File: src/rtl/ram_access_ctrl_pkg.sv
// Shared encodings for the RAM access controller: access sizes, FSM states,
// common constants and the alignment/legality check.
package ram_access_ctrl_pkg;

  localparam int WORD_W = 32;

  // Access size encodings on size_i
  localparam logic [1:0] SIZE_B    = 2'b00;
  localparam logic [1:0] SIZE_H    = 2'b01;
  localparam logic [1:0] SIZE_W    = 2'b10;
  localparam logic [1:0] SIZE_RSVD = 2'b11;

  localparam logic              WRITE_ENABLE = 1'b1;
  localparam logic [WORD_W-1:0] ZERO_WORD    = '0;

  typedef enum logic [2:0] {
    ST_IDLE   = 3'd0,
    ST_LOAD   = 3'd1,
    ST_RMW_RD = 3'd2,
    ST_WRITE  = 3'd3,
    ST_ERR    = 3'd4
  } state_e;

  // An access is illegal when its size is reserved or its address is not
  // naturally aligned to that size.
  function automatic logic access_err(input logic [1:0] size, input logic [1:0] lo);
    logic bad;
    case (size)
      SIZE_B:  bad = 1'b0;
      SIZE_H:  bad = lo[0];
      SIZE_W:  bad = (lo != 2'b00);
      default: bad = 1'b1;
    endcase
    return bad;
  endfunction

endpackage

File: src/rtl/ram_access_ctrl_lane_mux.sv
// Byte-lane extract (load path) and lane merge (store path) for a 32-bit
// little-endian RAM word. Purely combinational.
module ram_lane_mux
  import ram_access_ctrl_pkg::*;
(
  input  logic [WORD_W-1:0] word_i,
  input  logic [1:0]        lo_i,
  input  logic [1:0]        size_i,
  input  logic              unsigned_i,
  input  logic [WORD_W-1:0] wdata_i,
  output logic [WORD_W-1:0] load_o,
  output logic [WORD_W-1:0] merge_o
);

  logic [7:0]  byte_lane [4];
  logic [7:0]  src_byte  [4];
  logic [3:0]  lane_en;
  logic [7:0]  sel_byte;
  logic [15:0] sel_half;
  logic        sign_b;
  logic        sign_h;

  genvar gi;
  generate
    for (gi = 0; gi < 4; gi++) begin : g_lane
      assign byte_lane[gi] = word_i[8*gi +: 8];
      // Store data is right-aligned, so a byte always comes from bits [7:0]
      // and a half supplies its low/high byte to even/odd lanes.
      assign src_byte[gi]  = (size_i == SIZE_B) ? wdata_i[7:0] :
                             (size_i == SIZE_H) ? wdata_i[8*(gi%2) +: 8] :
                                                  wdata_i[8*gi +: 8];
      assign merge_o[8*gi +: 8] = lane_en[gi] ? src_byte[gi] : byte_lane[gi];
    end
  endgenerate

  assign sel_byte = byte_lane[lo_i];
  assign sel_half = lo_i[1] ? word_i[31:16] : word_i[15:0];
  assign sign_b   = ~unsigned_i & sel_byte[7];
  assign sign_h   = ~unsigned_i & sel_half[15];

  // Right-align the addressed lane(s) and extend to a full word
  always_comb begin
    load_o = word_i;
    case (size_i)
      SIZE_B:  load_o = {{24{sign_b}}, sel_byte};
      SIZE_H:  load_o = {{16{sign_h}}, sel_half};
      default: load_o = word_i;
    endcase
  end

  // Select which byte lanes the store replaces
  always_comb begin
    lane_en = 4'b1111;
    case (size_i)
      SIZE_B:  lane_en = 4'b0001 << lo_i;
      SIZE_H:  lane_en = lo_i[1] ? 4'b1100 : 4'b0011;
      default: lane_en = 4'b1111;
    endcase
  end

endmodule

File: src/rtl/ram_access_ctrl.sv
// Core-to-RAM access controller: byte/half/word loads and stores on a
// word-wide RAM, with read-modify-write for sub-word stores and a one-cycle
// error completion for misaligned or reserved-size requests.
module ram_access_ctrl
  import ram_access_ctrl_pkg::*;
#(
  parameter int ADDR_W = 32,
  parameter int DATA_W = 32
) (
  input  logic              clk,
  input  logic              rst,
  input  logic              req_i,
  input  logic              we_i,
  input  logic [1:0]        size_i,
  input  logic              unsigned_i,
  input  logic [ADDR_W-1:0] addr_i,
  input  logic [DATA_W-1:0] wdata_i,
  output logic              ready_o,
  output logic              done_o,
  output logic              err_o,
  output logic [DATA_W-1:0] rdata_o,
  output logic              ram_we_o,
  output logic [ADDR_W-1:0] ram_addr_o,
  output logic [DATA_W-1:0] ram_wdata_o,
  input  logic [DATA_W-1:0] ram_rdata_i
);

  state_e            state_q,    state_d;
  logic [ADDR_W-1:0] addr_q,     addr_d;
  logic [1:0]        size_q,     size_d;
  logic              unsigned_q, unsigned_d;
  logic [DATA_W-1:0] wdata_q,    wdata_d;
  logic [DATA_W-1:0] merge_q,    merge_d;
  logic [DATA_W-1:0] rdata_q,    rdata_d;

  logic [DATA_W-1:0] lane_word;
  logic [DATA_W-1:0] lane_load;
  logic [DATA_W-1:0] lane_merge;

  // In LOAD the lanes come straight from the RAM; in WRITE they come from
  // the word captured during RMW_RD.
  assign lane_word = (state_q == ST_LOAD) ? ram_rdata_i : merge_q;

  ram_lane_mux u_lane_mux (
    .word_i     (lane_word),
    .lo_i       (addr_q[1:0]),
    .size_i     (size_q),
    .unsigned_i (unsigned_q),
    .wdata_i    (wdata_q),
    .load_o     (lane_load),
    .merge_o    (lane_merge)
  );

  // State and request registers; reset aborts any in-flight access
  always_ff @(posedge clk or posedge rst) begin
    if (rst) begin
      state_q    <= ST_IDLE;
      addr_q     <= '0;
      size_q     <= SIZE_B;
      unsigned_q <= 1'b0;
      wdata_q    <= ZERO_WORD;
      merge_q    <= ZERO_WORD;
      rdata_q    <= ZERO_WORD;
    end else begin
      state_q    <= state_d;
      addr_q     <= addr_d;
      size_q     <= size_d;
      unsigned_q <= unsigned_d;
      wdata_q    <= wdata_d;
      merge_q    <= merge_d;
      rdata_q    <= rdata_d;
    end
  end

  // Next-state and output decode
  always_comb begin
    state_d     = state_q;
    addr_d      = addr_q;
    size_d      = size_q;
    unsigned_d  = unsigned_q;
    wdata_d     = wdata_q;
    merge_d     = merge_q;
    rdata_d     = rdata_q;
    ready_o     = 1'b0;
    done_o      = 1'b0;
    err_o       = 1'b0;
    rdata_o     = rdata_q;
    ram_we_o    = 1'b0;
    ram_wdata_o = ZERO_WORD;
    ram_addr_o  = {addr_q[ADDR_W-1:2], 2'b00};

    case (state_q)
      ST_IDLE: begin
        ready_o    = 1'b1;
        ram_addr_o = '0;
        if (req_i) begin
          addr_d     = addr_i;
          size_d     = size_i;
          unsigned_d = unsigned_i;
          wdata_d    = wdata_i;
          if (access_err(size_i, addr_i[1:0])) begin
            state_d = ST_ERR;
          end else if (!we_i) begin
            state_d = ST_LOAD;
          end else if (size_i == SIZE_W) begin
            state_d = ST_WRITE;
          end else begin
            state_d = ST_RMW_RD;
          end
        end
      end

      ST_LOAD: begin
        done_o  = 1'b1;
        rdata_o = lane_load;
        rdata_d = lane_load;
        state_d = ST_IDLE;
      end

      ST_RMW_RD: begin
        merge_d = ram_rdata_i;
        state_d = ST_WRITE;
      end

      ST_WRITE: begin
        ram_we_o    = WRITE_ENABLE;
        ram_wdata_o = (size_q == SIZE_W) ? wdata_q : lane_merge;
        done_o      = 1'b1;
        state_d     = ST_IDLE;
      end

      ST_ERR: begin
        done_o  = 1'b1;
        err_o   = 1'b1;
        rdata_o = ZERO_WORD;
        rdata_d = ZERO_WORD;
        state_d = ST_IDLE;
      end

      default: begin
        state_d = ST_IDLE;
      end
    endcase
  end

endmodule
File: config.mk
export PLATFORM = sky130hd
export DESIGN_NAME = ram_access_ctrl
export DESIGN_NICKNAME = d
export VERILOG_FILES = /design/src/rtl/ram_access_ctrl_pkg.sv /design/src/rtl/ram_access_ctrl_lane_mux.sv /design/src/rtl/ram_access_ctrl.sv
export SDC_FILE = /design/constraint.sdc
export NUM_CORES = 1
export LEC_CHECK = 0
export BUFFER_PORTS_ARGS = -buffer_cell sky130_fd_sc_hd__clkbuf_2
export CELL_PAD_IN_SITES_DETAIL_PLACEMENT = 2
export CELL_PAD_IN_SITES_GLOBAL_PLACEMENT = 2
export CORE_MARGIN = 1.5
export CORE_UTILIZATION = 30
export CTS_BUF_LIST = sky130_fd_sc_hd__clkbuf_2 sky130_fd_sc_hd__clkbuf_4 sky130_fd_sc_hd__clkbuf_8
export CTS_CLUSTER_SIZE = 20
export DETAILED_ROUTE_END_ITERATION = 6
export GPL_TIMING_DRIVEN = 1
export MAX_ROUTING_LAYER = met4
export PLACE_DENSITY_LB_ADDON = 0.1
export SYNTH_ARGS = -nofsm -noshare
export SYNTH_HDL_FRONTEND = slang
export SYNTH_HIERARCHICAL = 1
export SYNTH_SLANG_ARGS = --single-unit
File: constraint.sdc
create_clock -name clk -period 5.1 [get_ports clk]
set_clock_uncertainty 0.05 [all_clocks]
set_input_delay 0.51 -clock clk [delete_from_list [all_inputs] [get_ports clk]]
set_output_delay 0.51 -clock clk [all_outputs]
set_load 0.005 [all_outputs]
## Word level (Yosys, flattened, before mapping)

Index checks and enable logic that the tools add are counted.

- Register bits after elaboration: 134
- Output and inout port bits: 100
- Word-level logic and storage cells: 61

- Magnitude comparators: 1
- Eq/ne operators: 9
- Shifts and indexed selects: 1
- Muxes and demuxes: 33
- Bitwise operators: 4
- Reductions and logical operators: 6

Operator list:

| cell | count |
|---|---|
| $mux 32 | 4 |
| $pmux 32 s2 | 2 |
| $mux 8 | 11 |
| $bmux 8 s2 | 1 |
| $mux 16 | 1 |
| $pmux 4 s2 | 1 |
| $mux 1 | 7 |
| $eq 3x2->1 const B | 2 |
| $mux 3 | 2 |
| $pmux 3 s2 | 1 |
| $eq 2x1->1 const B | 2 |
| $eq 2x2->1 const B | 2 |
| $logic_not 2->1 | 2 |
| $mux 4 | 1 |
| $shl 1x2->4 const A | 1 |
| $eq 3x1->1 const B | 1 |
| $eq 3x3->1 const B | 1 |
| $ge 3x3->1 const B | 1 |
| $logic_not 3->1 | 1 |
| $not 2->3 | 1 |
| $pmux 1 s3 | 1 |
| $reduce_or 3->1 | 1 |
| $and 1x1->1 | 2 |
| $mux 2 | 1 |
| 4 further kinds | 4 |

## Depth between registers and ports, before layout

- Depth after elaboration: 8
- Depth in mapped cells: 10

## Hierarchy

The synthesis kept the hierarchy.

Modules (own cells, without submodules):

| module | instances | cells an instance | area an instance (um2) | seq. area each (um2) |
|---|---|---|---|---|
| ram_access_ctrl | 1 | 482 | 6,296.0 | 3,353.2 |
| ram_lane_mux | 1 | 197 | 1,557.7 | 0.0 |

## Least setup slack after synthesis

OpenSTA, ideal clock, no wires.

- Path type: register to output
- Start: reg state_q[2]
- End: out rdata_o[11]
- Data arrival time: 2,482 ps
- Data required time: 4,540 ps
- Setup slack: 2,058 ps
- Cell stages (with the launch flop): 10
- Buffers on the path: 3
- Cells stage by stage: dfrtp_1 nor3b_2 buf_2 buf_4 mux2_1 mux2_2 a22oi_2 buf_2 o221ai_1 a22o_1

- Word-level cells in the longest chain between the ends: 8
- Elaborated cells on any way between the ends: 10
- Classes of those cells: eq/ne (2); mux (7); bitwise (1)

Ends and longest elaborated chain:

| item | RTL line | RTL |
|---|---|---|
| start, declared | ram_access_ctrl.sv:28 | `state_e state_q, state_d;` |
| start signal, assigned | ram_access_ctrl.sv:65 | `state_q <= state_d;` |
| $eq 3x1->1 | ram_access_ctrl.sv:42 | `assign lane_word = (state_q == ST_LOAD) ? ram_rdata_i : merge_q;` |
| $mux 32 | ram_access_ctrl.sv:42 |  |
| net lane_word[23] | ram_access_ctrl.sv:36 | `logic [DATA_W-1:0] lane_word;` |
| $bmux 8 s2 | ram_access_ctrl_lane_mux.sv:36 | `assign sel_byte = byte_lane[lo_i];` |
| $mux 8 (not written as such) (2 in series) | ram_access_ctrl_lane_mux.sv:36 |  |
| $and 1x1->1 | ram_access_ctrl_lane_mux.sv:38 | `assign sign_b = ~unsigned_i & sel_byte[7];` |
| $pmux 32 s2 | ram_access_ctrl_lane_mux.sv:44 | `case (size_i)` |
| net lane_load[11] | ram_access_ctrl.sv:37 | `logic [DATA_W-1:0] lane_load;` |
| $pmux 32 s2 | - |  |
| end, declared | ram_access_ctrl.sv:21 | `output logic [DATA_W-1:0] rdata_o,` |

The timed path passes the listed nets, and every way through them passes these cells. The select of a mux whose other input is x is not followed.

## Worst setup path in the final report

- Start: reg state_q[0]
- End: out rdata_o[10]

The elaborated chain is that of the path after synthesis.

==> impl_metrics.yaml <==
run:
  max_cap_violations: 0
die:
  die_width_um: 165
  pin_count: 203
  dieArea_sq_um: 27200
  die_h_um: 165
  coreArea_sq_um: 25900
  start_util: 0.303
  row_count: 59
clock_network:
  postCtsSetupBuffers: 0
  clkLatencyLatePin_ns: 0.47
  cts_buffers: 17
  htreeDepth: 4
  tritoncts: "done"
  cts-root-buf: "clkbuf_8"
  ctsHoldBuffers: 0
  post_cts_resized: 0
  cts_buffer_depth: 2
  cts.sinks: 134
  path_clk_slew_ns: 0.09
min_path:
  min_path_type: "in2async"
synth:
  synth_compound_area_frac: 0.115
  synth-main-ff-cell: "dfrtp_1"
  ys_seq_elements: 134
  yosys.area_share.xor_xnor: 0
  synthMuxAreaShare: 0.302
  synth-edff-count: 0
  netlist_top_cells_count: "dfrtp_1 (134), mux2_2 (129), nand2_1 (81)"
  synth.avg_cell_area_sq_um: 11.6
  ys_seq_area_frac: 0.427
  yosys_warnings: 6
  synthAdderAreaFrac: 0
  synthTopCellsByArea: "dfrtp_1 (43%), mux2_2 (18%), mux2_4 (8.4%)"
  synth_most_common_cell: "dfrtp_1"
  synth_area_sq_um: 7850
  synthSimpleGateAreaFrac: 0.101
  syn_inst: 679
  synth_top_cell_area_share: 0.427
  yosysTopAreaCell: "dfrtp_1"
  ys_types: 44
  async_flop_share: 1.00
  synth_top_family_by_area: "multiplexers"
power_and_ir_drop:
  p_switching_mw: 3.07
  cellPowerDensity_nw_per_um2: 760
  power_frac_clock: 0.139
  p_comb_frac: 0.582
  vdd_drop_max_mv: 0.186
  sw_frac_of_total: 0.429
  pwr-share-seq: 0.279
  internal_power_mw: 4.09
  leakage_nw: 4.40
timing:
  post-route-min-period_ns: 4.38
  fin_setup_tns_ns: 0
  hold_violations: 0
  max_freq_mhz: 228
  hold_ws_ns: 0.192
  worstMarginPinSlew_ns: 0.929
  min_period_over_period: 0.860
  setup_viol: 0
  rsz0062_at_grt: "false"
  slew_violations: 0
  relSlewSlack: 0.381
final_layout:
  drive_gt1_frac: 0.504
  antenna_cells: 0
  final_util: 0.364
  syn_to_final_growth_pct: 20.0
  final_cells: 1204
  fillers: 2785
  final_nets: 959
  stdcell_area_sq_um: 9420
global_routing:
  grt_max_degree: 97
  grt_use_total: 0.217
  antenna_found_initial: 1
  grt_first_pass_wirelength_um: 42100
  grt_remaining_overflow: 0
  grt_pass1_vias: 6751
setup_path:
  worst_r2r_endpoint: "rdata_q[10]"
  ff2ff_path_depth: 8
  crit_path_frequent_cell: "buf_4"
  arrival_ns: 3.82
  critPathBufInv: 3
  crit_path_end: "rdata_o[10]"
  crit_cells: 9
  required_ns: 4.54
  rr_startpoint: "state_q[0]"
  crit_path_cell_trace: "nor3b_4 -> buf_4 -> mux2_1 -> mux2_2 -> a22oi_2 -> buf_4 -> o221ai_1 -> a22o_1 -> clkbuf_2"
  start_kind: "flop"
  crit_path_max_fanout: 29
  critPathKind: "reg2out"
  cp-startpoint: "state_q[0]"
  regToRegSetupSlack_ns: 1.68
  critPathTopFamily: "buffers and inverters"
  slowest_stage: "nor3b_4"
  end_kind: "output port"
  max_stage_delay_ns: 0.58
placed_design:
  gp_congestion: 0.800
  portBuffers: 200
  placedInstanceArea_sq_um: 9000
  dp_hpwl_um: 20400
  dp_cells: 1172
detailed_routing:
  highest_layer: "met4"
  firstDrtPassIters: 4
  drtIter0Drc: 283
  route.met3.wl_um: 1010
  dr_wl_met2_um: 13400
  vias_per_cell: 5.06
  wl_per_cell_um: 23.2
  m1WireLength_um: 13100
  ant_nets: 0
  vias: 6089
  drc_errors: 0
  routed_wl_um: 27900
run_status:
  status: "finished clean"
-- worst min path at each step --
stage	startpoint	end	slack (ns)	cells past startpoint
2_1_floorplan	merge_q[0]	merge_q[0]	0.40	1
3_3_place_gp	merge_q[0]	merge_q[0]	0.42	1
3_5_place_dp	merge_q[4]	merge_q[4]	0.43	1
4_1_cts	wdata_i[24]	wdata_q[24]	0.20	2
5_1_grt	wdata_i[24]	wdata_q[24]	0.20	2
6_report	rst	addr_q[15]	0.19	2
-- power by group through the flow --
| stage | logic [mW] | registers, mW | clock network [mW] |
|---|---|---|---|
| after floorplan | 3.08 | 1.81 | 0 |
| after global placement | 4.07 | 1.99 | 0 |
| after detailed placement | 4.21 | 2.02 | 0 |
| after CTS | 4.22 | 2.00 | 1.03 |
| after global routing | 4.53 | 2.07 | 1.07 |
| final | 4.17 | 2.00 | 0.995 |
-- through the flow --
step	power, mW	worst slack [ns]
after floorplan	4.89	0.957
after global placement	6.06	1.39
after detailed placement	6.23	1.18
after CTS	7.25	0.684
after global routing	7.67	0.459
final	7.16	0.716
-- final cells by class --
cell class	instances	area (sq um)	share of cell area
Multi-Input combinational cell	481	4090	0.434
Sequential cell	134	3350	0.356
Timing Repair Buffer	215	1110	0.118
Tap cell	335	419	0.0445
Clock buffer	19	249	0.0264
Clock inverter	13	170	0.0181
Inverter	7	31.3	0.00332
-- placed cells by master (no fill, tap or decap), drive strengths merged, types with 2 or more instances in the layout --
cell type and count:
o22ai 17, nor2b 50, dfrtp 134, o21bai 2, clkbuf 219, a22oi 9
clkinvlp 3, o221ai 8, a31o 2, a21oi 33, nor3b 4, or2 3
conb 2, and2 2, buf 15, nor2 10, a221o 7, bufinv 3
nor3 2, clkinv 3, nand2 81, o21ai 10, a22o 32, a21o 2
mux2 182, mux2i 16, inv 11
-- logic make-up (layout without fill, tap and decap cells) --
group	after synthesis	in the layout
simple gates	156	156
flops	134	134
buf+inv	65	254
other cells	1	2
mux	198	198
compound gates	125	125
-- per-layer routing --
layer / vias up / global-route usage
li1: 2783 / -
met1: 3146 / 0.281
met2: 138 / 0.354
met3: 22 / 0.0359
met4: 0 / 0.0495
met5: - / -
-- registers in the layout, summed over array words and instances (netlist names) --
register	flops
merge_q	32
state_q	3
unsigned_q	1
addr_q	32
rdata_q	32
wdata_q	32
size_q	2
Note: power is estimated with default switching activity, not from simulation.
